**src/rtl/cskip_serial_add32.sv**
```systemverilog
// cskip_serial_add32
//   Multi-cycle WIDTH-bit adder. It pushes one SLICE-bit chunk per clock through
//   a single carry-skip slice and chains the carry through a register.
//   Ports:
//     clk        rising-edge clock
//     rst        asynchronous, active-high reset
//     in_valid   operand set a/b/cin is valid      in_ready   block can accept operands
//     a, b       WIDTH-bit operands                cin        carry into bit 0
//     out_valid  sum/cout are valid                out_ready  consumer takes the result
//     sum        a + b + cin mod 2^WIDTH           cout       carry out of bit WIDTH-1
//     busy       an add is in flight or its result is waiting
module cskip_serial_add32 #(
    parameter int WIDTH = 32,
    parameter int SLICE = 8
) (
    input  logic             clk,
    input  logic             rst,
    input  logic             in_valid,
    output logic             in_ready,
    input  logic [WIDTH-1:0] a,
    input  logic [WIDTH-1:0] b,
    input  logic             cin,
    output logic             out_valid,
    input  logic             out_ready,
    output logic [WIDTH-1:0] sum,
    output logic             cout,
    output logic             busy
);

    localparam int NSLICES = WIDTH / SLICE;
    localparam int IDX_W   = (NSLICES > 1) ? $clog2(NSLICES) : 1;

    typedef enum logic [1:0] {IDLE, RUN, DONE} state_t;

    state_t                          state_q, state_d;
    logic [NSLICES-1:0][SLICE-1:0]   a_q, a_d;
    logic [NSLICES-1:0][SLICE-1:0]   b_q, b_d;
    logic [NSLICES-1:0][SLICE-1:0]   sum_q, sum_d;
    logic                            carry_q, carry_d;
    logic [IDX_W-1:0]                idx_q, idx_d;
    logic [SLICE-1:0]                slice_sum;
    logic                            slice_cout;
    logic                            last_pass;

    // One carry-skip slice: ripple carry internally, but when every bit
    // propagates the carry-out is taken straight from the carry-in.
    function automatic logic [SLICE:0] cskip_slice(input logic [SLICE-1:0] x,
                                                   input logic [SLICE-1:0] y,
                                                   input logic             ci);
        logic [SLICE-1:0] p;
        logic [SLICE-1:0] g;
        logic [SLICE-1:0] s;
        logic             c;
        p = x ^ y;
        g = x & y;
        c = ci;
        for (int i = 0; i < SLICE; i++) begin
            s[i] = p[i] ^ c;
            c    = g[i] | (p[i] & c);
        end
        return {((&p) ? ci : c), s};
    endfunction

    assign {slice_cout, slice_sum} = cskip_slice(a_q[idx_q], b_q[idx_q], carry_q);
    assign last_pass               = (idx_q == IDX_W'(NSLICES - 1));

    // State register
    always_ff @(posedge clk or posedge rst) begin
        if (rst) begin
            state_q <= IDLE;
        end else begin
            state_q <= state_d;
        end
    end

    // Next-state logic
    always_comb begin
        state_d = state_q;
        case (state_q)
            IDLE:    if (in_valid)  state_d = RUN;
            RUN:     if (last_pass) state_d = DONE;
            DONE:    if (out_ready) state_d = IDLE;
            default: state_d = IDLE;
        endcase
    end

    // Output decode
    always_comb begin
        in_ready  = (state_q == IDLE);
        out_valid = (state_q == DONE);
        busy      = (state_q == RUN) || (state_q == DONE);
    end

    // Datapath next-state: operands are captured only on the accept edge, and
    // the sum register is written only by slice passes.
    always_comb begin
        a_d     = a_q;
        b_d     = b_q;
        sum_d   = sum_q;
        carry_d = carry_q;
        idx_d   = idx_q;
        case (state_q)
            IDLE: begin
                if (in_valid) begin
                    a_d     = a;
                    b_d     = b;
                    carry_d = cin;
                    idx_d   = '0;
                end
            end
            RUN: begin
                sum_d[idx_q] = slice_sum;
                carry_d      = slice_cout;
                idx_d        = last_pass ? '0 : idx_q + 1'b1;
            end
            default: ;
        endcase
    end

    always_ff @(posedge clk or posedge rst) begin
        if (rst) begin
            a_q     <= '0;
            b_q     <= '0;
            sum_q   <= '0;
            carry_q <= 1'b0;
            idx_q   <= '0;
        end else begin
            a_q     <= a_d;
            b_q     <= b_d;
            sum_q   <= sum_d;
            carry_q <= carry_d;
            idx_q   <= idx_d;
        end
    end

    // After the final pass the carry register holds the carry out of the top bit.
    assign sum  = sum_q;
    assign cout = carry_q;

endmodule

```
**config.mk**
```make
export PLATFORM = sky130hd
export DESIGN_NAME = cskip_serial_add32
export DESIGN_NICKNAME = d
export VERILOG_FILES = /design/src/rtl/cskip_serial_add32.sv
export SDC_FILE = /design/constraint.sdc
export NUM_CORES = 1
export LEC_CHECK = 0
export CORE_MARGIN = 3
export CORE_UTILIZATION = 30
export CTS_CLUSTER_SIZE = 10
export DETAILED_ROUTE_END_ITERATION = 7
export PLACE_DENSITY = 0.62
export RECOVER_POWER = 50
export SETUP_SLACK_MARGIN = 0.2
export SLEW_MARGIN = 0
export SYNTH_ARGS = -nofsm -noshare
export SYNTH_HDL_FRONTEND = slang
export SYNTH_SLANG_ARGS = --single-unit
export TNS_END_PERCENT = 5
```
**constraint.sdc**
```tcl
create_clock -name clk -period 4.09 [get_ports clk]
set_input_delay 1.0225 -clock clk [delete_from_list [all_inputs] [get_ports clk]]
set_output_delay 1.0225 -clock clk [all_outputs]
set_load 0.02 [all_outputs]
```
==> results.tsv, run 1 <==
stage	metric	value	unit
worst_hold_path	hold_class	reg -> reg	
setup_path	cp-start-kind	flip-flop	
placement	place_inst	577	
setup_path	rrSetupSlack	-0.0002	ns
die	dieArea	17050	sq um
drt	drt_iter0_drc	158	
setup_path	cp.required	4.36	ns
sta	setup_slack	-0.0002083	ns
layout	design_area	6218	sq um
synth	synth_top_area_share	54.27	%
power	max-vdd-ir-drop	0.0004420	V
clock_network	numCtsBuffers	9	
synth	yosys_warnings	0	
die	initial_core_util	31.33	%
drt	drc	0	
drt	ant_nets	0	
power	comb_power_share	54.2	%
die	chipWidth	130.6	um
drt	drt_wl_total	10280	um
setup_path	arrival	4.36	ns
setup_path	crit_type	reg -> reg	
setup_path	reg2reg_depth	13	
run_status	status	finished, violations left	
layout	nNetsFinal	497	
clock_network	path_clk_slew	0.07	ns
synth	netlist_area	4657	sq um
synth	synth.most_common_cell	dfrtp_1	
grt	grt_usage	12.74	%
clock_network	clk_latency	0.35	ns
setup_path	path_max_fanout	4	
clock_network	cts_tree	built	
run_status	violations	setup timing	
synth	ys_ff_latch	101	
layout	final_core_util	41.84	%
power	switching_share	36.77	%
sta	fin_crit	4.090	ns
synth	yosysUniqueCellTypes	28	
synth	yosys-top-cells-count	dfrtp_1 (101), mux2_2 (83), ha_1 (15), inv_1 (14), mux4_2 (11)	
sta	slew_violations	0	
synth	syn_nets	386	
layout	drive_gt1_share	32.52	%
sta	rsz0062_at_grt	yes	
sta	max_slew.worst_pin.slew	0.8726	ns
sta	whs	0.4923	ns
placement	dp_slack	-0.1301	ns
sta	fin_crit_sh	100.0	%
synth	async_reset_ff_share	100.0	%
sta	fmax	244.5	MHz
run	max_cap_violations	0	
placement	dpl.hpwl	7830	um
clock_network	clock_path_buffers	2	
power	power	5.878	mW
grt	globalRouteOverflowTotal	0	
die	fp.coreArea	14860	sq um
synth	synth_edf_count	0	
clock_network	cts_sinks	101	
power	p_switching	2.161	mW
die	pin_count	105	
placement	dpl-instance-area	5888	sq um
worst_hold_path	holdCritStartpoint	b_q[21]	
die	die_h	130.6	um
grt	antenna_found_initial	0	
sta	finalSetupViolations	1	
power	power_density	945.2	nW/um^2
setup_path	worst_r2r_endpoint	sum[7]	
synth	postSynthAreaPerCell	15.84	sq um
sta	skew	0.007956	ns
placement	numPortBuffers	104	
drt	vias	2763	
drt	wl_per_cell	17.33	um
sta	tns	-0.0002083	ns
clock_network	root_buffer	clkbuf_16	
worst_hold_path	whs_path_depth	1	
synth	synthTopCellsByArea	dfrtp_1 (54%), mux2_2 (20%), mux4_2 (5.3%), ha_1 (4.0%), fa_1 (3.4%)	
power	seqPwrFrac	30.5	%
layout	diodes	0	
setup_path	end_kind	flip-flop	
layout	fin_cells	593	
grt	grt_pass1_vias	3017	
setup_path	rr_startpoint	idx_q[0]	
grt	grt_start_max_net_pins	69	
synth	yosys.area.top_type	dfrtp_1	
power	internal_power	3.717	mW
power	p_clk_share	15.4	%
layout	syn_to_final_growth	33.53	%
placement	place_congestion	0.7589	
drt	vias_per_cell	4.659	
clock_network	cts_max_level	3	
die	num_rows	44	
sta	slew-limit-headroom	41.82	%
drt	dr.pass1.iters	4	
synth	yosys_most_used_dff	dfrtp_1	
power	p_leak	2.608	nW
layout	fill_cells	1377	
synth	synthCells	294	
worst_hold_path	min_to	b_q[21]	
grt	grt_pass1_wl	16310	um
sta	hold_viol	0	
synth	yosysSeqAreaShare	54.27	%
metal layers:
| metal | part of all wire (%) | track usage [%] | up-vias | wire length, um |
|---|---|---|---|---|
| li1 | - | - | 1278 | - |
| met1 | 46 | 16.87 | 1400 | 4695 |
| met2 | 47 | 20.11 | 78 | 4862 |
| met3 | 6.1 | 4.553 | 7 | 622 |
| met4 | 0.94 | 3.085 | 0 | 97 |
| met5 | 0 | 0 | - | 0 |
what timing repair did:
action                                  4_1_cts  5_1_grt
endpoints found under the setup margin        9        9
hold buffers                                  0        0
pin swaps                                     1        0
resized for setup                             5        0
hold endpoints to repair                      0        0
setup buffers                                 0        1
cell type report:
class / count / area [sq um] / share of cell area (%)
flip-flops and latches: 101 / 2529 / 40.66
well taps: 184 / 230.2 / 3.702
inverters: 14 / 55.05 / 0.8853
clock buffers: 9 / 225.2 / 3.622
multi-input cells: 168 / 1982 / 31.87
repair buffers: 111 / 1110 / 17.85
clock inverters: 6 / 87.58 / 1.408
sequential cells by signal, indices dropped and copies added (netlist names):
name and cells:
sum 32, state_q 2, cout 1, a_q 32
b_q 32, idx_q 2
layout by cell type, fill, tap and decap left out, drive strengths merged:
| master | instances |
|---|---|
| inv | 15 |
| dlygate4sd3 | 2 |
| o31ai | 1 |
| o221ai | 1 |
| clkbuf | 9 |
| mux2 | 89 |
| a21oi | 1 |
| nand2 | 14 |
| bufinv | 2 |
| a31oi | 4 |
| clkdlybuf4s50 | 102 |
| clkinv | 3 |
| dfrtp | 101 |
| nand3b | 1 |
| mux2i | 2 |
| nor2b | 1 |
| o21ai | 9 |
| nand3 | 2 |
| nand2b | 2 |
| mux4 | 16 |
| or2b | 1 |
| buf | 7 |
| nand4 | 1 |
| ha | 15 |
| fa | 8 |
power by group through the flow:
stage / clock [mW] / sequential (mW) / combinational, mW
after floorplan: 0 / 1.91 / 1.99
after global placement: 0 / 1.80 / 3.09
after detailed placement: 0 / 1.81 / 3.21
after CTS: 0.934 / 1.80 / 3.24
after global routing: 0.972 / 1.86 / 3.51
final: 0.903 / 1.79 / 3.18
cell families after synthesis:
| logic type | after synthesis | synth area share (%) |
|---|---|---|
| multiplexers | 107 | 30.17 |
| flip-flops | 101 | 54.27 |
| buffers and inverters | 25 | 3.547 |
| adder cells (fa/ha/maj) | 23 | 7.469 |
| AND/OR/NAND/NOR | 22 | 2.579 |
| AO/OA/AOI/OAI | 16 | 1.961 |
how the worst max path moves through the flow:
stage / startpoint / endpoint / slack, ns / depth (start not counted)
floorplan: idx_q[0] / sum[15] / 0.002 / 14
detailed placement: idx_q[0] / sum[23] / -0.13 / 11
finish: idx_q[0] / sum[7] / -0.0002 / 13
CTS: idx_q[0] / sum[23] / -0.01 / 13
global route: idx_q[0] / sum[23] / -0.19 / 13
global placement: idx_q[0] / sum[23] / -0.07 / 11
worst max-delay path, stage by stage, from the launching register on:
cell	delay, ns
dfrtp_2	0.42
mux4_2	0.54
inv_2	0.07
fa_1	0.16
inv_1	0.05
fa_2	0.35
fa_2	0.37
fa_2	0.34
fa_2	0.36
fa_2	0.35
fa_2	0.34
inv_2	0.06
fa_2	0.46
o21ai_1	0.14
No activity file was read; power rests on OpenSTA's default activity.
==> run 2, diff against run 1 <==
--- a/config.mk
+++ b/config.mk
@@ -9,7 +9,7 @@
 export CORE_UTILIZATION = 30
 export CTS_CLUSTER_SIZE = 10
 export DETAILED_ROUTE_END_ITERATION = 7
-export PLACE_DENSITY = 0.62
+export PLACE_DENSITY = 0.6
 export RECOVER_POWER = 50
 export SETUP_SLACK_MARGIN = 0.2
 export SLEW_MARGIN = 0
==> constraint.sdc (replaced) <==
create_clock -name clk -period 4.6 [get_ports clk]
set_input_delay 1.15 -clock clk [delete_from_list [all_inputs] [get_ports clk]]
set_output_delay 1.15 -clock clk [all_outputs]
set_load 0.02 [all_outputs]
==> run 2 against run 1 <==
The flow finishes with violations (capacitance limit, slew limit). Fmax fell by 4.5%. Combinational power is 13% lower. Die area unchanged. Setup slack improved by 0.32 ns. First-iteration DRC count fell by 28%. Global-route usage rose by 0.085 points. Largest power group unchanged. Critical path depth did not move. Total power fell by 12%. Flip-flop and latch count did not move.
==> results.tsv, run 2 (synthesized netlist as in run 1, its figures left out) <==
stage	metric	value	unit	change
run_status	status	finished, violations left		
run_status	violations	capacitance limit, slew limit		
drt	vias_per_cell	4.703		+0.94%
drt	drt_wl_total	10400	um	+1.1%
grt	grt_pass1_vias	3056		+1.3%
drt	dr.pass1.iters	4		unchanged
clock_network	clk_latency	0.35	ns	about the same
placement	numPortBuffers	104		unchanged
setup_path	crit_path_max_incr_delay	0.55	ns	about the same
grt	grt_pass1_wl	16400	um	+0.55%
clock_network	post-cts-setup-buffer-count	0		unchanged
die	fp.coreArea	14860	sq um	unchanged
grt	grt_start_max_net_pins	71		+2.9%
layout	final_cell_mix	dfrtp_1 (101), clkdlybuf4s50_1 (95), mux2_2 (82)		
sta	tns	0	ns	+0.0002083 ns
sta	slew_violations	71		+71
sta	finalSetupViolations	0		-1
sta	rsz0062_at_grt	no		
layout	nNetsFinal	496		-0.20%
die	chipWidth	130.6	um	unchanged
die	pin_count	105		unchanged
die	die_h	130.6	um	unchanged
setup_path	cp_cell_sequence	mux4_2 -> inv_1 -> fa_1 -> inv_1 -> fa_2 -> fa_2 -> fa_1 -> fa_2 -> fa_2 -> fa_1 -> inv_1 -> fa_1 -> o21ai_1		
drt	drt_iter0_drc	113		-28%
sta	slew-limit-headroom	-76.58	%	-120 points
sta	hold_viol	0		unchanged
die	initial_core_util	31.33	%	unchanged
setup_path	cp.required	4.87	ns	+0.51 ns
setup_path	arrival	4.56	ns	+0.20 ns
sta	max_slew.worst_pin.slew	2.646	ns	+1.773 ns
sta	fmax	233.6	MHz	-4.5%
drt	vias	2789		+0.94%
setup_path	rrSetupSlack	0.32	ns	+0.32 ns
sta	fin_crit	4.281	ns	+0.1907 ns
clock_network	cts_max_level	3		unchanged
sta	setup_slack	0.3191	ns	+0.3193 ns
die	num_rows	44		unchanged
power	p_clk_share	15.4	%	about the same
clock_network	cts_tree	built		
clock_network	numCtsBuffers	9		unchanged
layout	final_common_cell	dfrtp_1		
setup_path	crit_type	reg -> reg		
drt	drc	0		unchanged
drt	wl_per_cell	17.53	um	+1.1%
placement	place_congestion	0.7308		-3.7%
power	power_density	832.3	nW/um^2	-12%
power	p_leak	2.609	nW	about the same
power	seqPwrFrac	30.9	%	+0.4 points
grt	antenna_found_initial	0		unchanged
placement	dp_slack	0.06976	ns	+0.1998 ns
run	max_cap_violations	1		+1
grt	globalRouteOverflowTotal	0		unchanged
drt	ant_nets	0		unchanged
clock_network	clock_path_buffers	2		unchanged
sta	skew	0.01019	ns	+0.002237 ns
power	switching_share	37.42	%	+0.66 points
power	p_switching	1.928	mW	-11%
clock_network	root_buffer	clkbuf_16		
power	max-vdd-ir-drop	0.0003740	V	-15%
setup_path	cp-start-kind	flip-flop		
layout	diodes	0		unchanged
layout	syn_to_final_growth	32.89	%	
setup_path	slowest_stage	mux4_2		
layout	drive_gt1_share	30.56	%	-2.0 points
power	comb_power_share	53.7	%	-0.5 points
setup_path	end_kind	flip-flop		
power	internal_power	3.223	mW	-13%
layout	fill_cells	1421		+3.2%
worst_hold_path	hold_class	reg -> reg		
setup_path	path_max_fanout	4		unchanged
placement	dpl.hpwl	7847	um	+0.22%
sta	fin_crit_sh	93.06	%	-6.9 points
clock_network	cts_sinks	101		unchanged
grt	grt_usage	12.82	%	+0.085 points
die	dieArea	17050	sq um	unchanged
clock_network	path_clk_slew	0.07	ns	about the same
[run 2: cell count changes in the layout (fill, tap and decap cells not counted), moves of 2 or more]
cell	before	now
clkdlybuf4s50_1	102	95
dlygate4sd3_1	2	9
fa_1	1	4
fa_2	7	4
inv_1	11	14
buf_4	5	3
clkbuf_2	0	2
clkinv_2	2	0
inv_2	2	0
[run 2: what timing repair did]
item	in CTS	in global routing
endpoints found under the hold margin	0	0
pin swaps	0	3
resized for setup	4	7
endpoints found under the setup margin	4	5
hold buffers	0	0
[run 2: layout make-up]
| cell class | instances | area, sq um | share of cell area, % |
|---|---|---|---|
| clock inverter | 6 | 76.32 | 1.233 |
| inverter | 14 | 52.55 | 0.8492 |
| sequential | 101 | 2527 | 40.84 |
| multi-input combinational | 168 | 1974 | 31.90 |
| timing repair buffer | 110 | 1089 | 17.59 |
| tap | 184 | 230.2 | 3.720 |
| clock buffer | 10 | 239.0 | 3.862 |
[run 2: critical path, delay by kind of cell (launching register included)]
kind            cells  cell delay (ns)
compound gates      1             0.15
fa+ha+maj           8             2.80
buf+inv             3             0.23
flops               1             0.46
mux                 1             0.55
[run 2: worst paths after layout]
check / from / end / depth (start not counted)
min: sum[24] / sum[24] / 2
min in group asynchronous: rst / sum[26] / 2
max: idx_q[0] / sum[7] / 13
max reg2reg: idx_q[0] / sum[7] / 13
min reg2reg: sum[24] / sum[24] / 2
max in group asynchronous: rst / a_q[24] / 3
[run 2: power by group through the flow]
stage	sequential, mW	combinational [mW]	clock, mW
3_5_place_dp	1.61	2.75	0
5_1_grt	1.65	3.05	0.855
2_1_floorplan	1.70	1.72	0
4_1_cts	1.60	2.76	0.822
3_3_place_gp	1.60	2.67	0
6_report	1.59	2.77	0.795
[run 2: metal layers]
layer  vias up  share of wire (%)  global-route usage, %
li1       1278                  -                      -
met1      1424                 44                  16.44
met4         0                1.9                  4.719
met5         -                  0                      0
met3        11                5.2                  3.577
met2        76                 49                  20.83
[run 2: stage by stage]
stage	total power, mW	instances	hold WS (ns)	area [sq um]	util (%)
floorplan	3.420	294	0.4555	4657	-
global placement	4.262	577	0.4695	5863	39.44
detailed placement	4.359	577	0.4766	5863	39.44
CTS	5.182	593	0.4912	6187	41.62
global route	5.548	593	0.5098	6188	41.63
finish	5.151	593	0.4887	6188	41.63
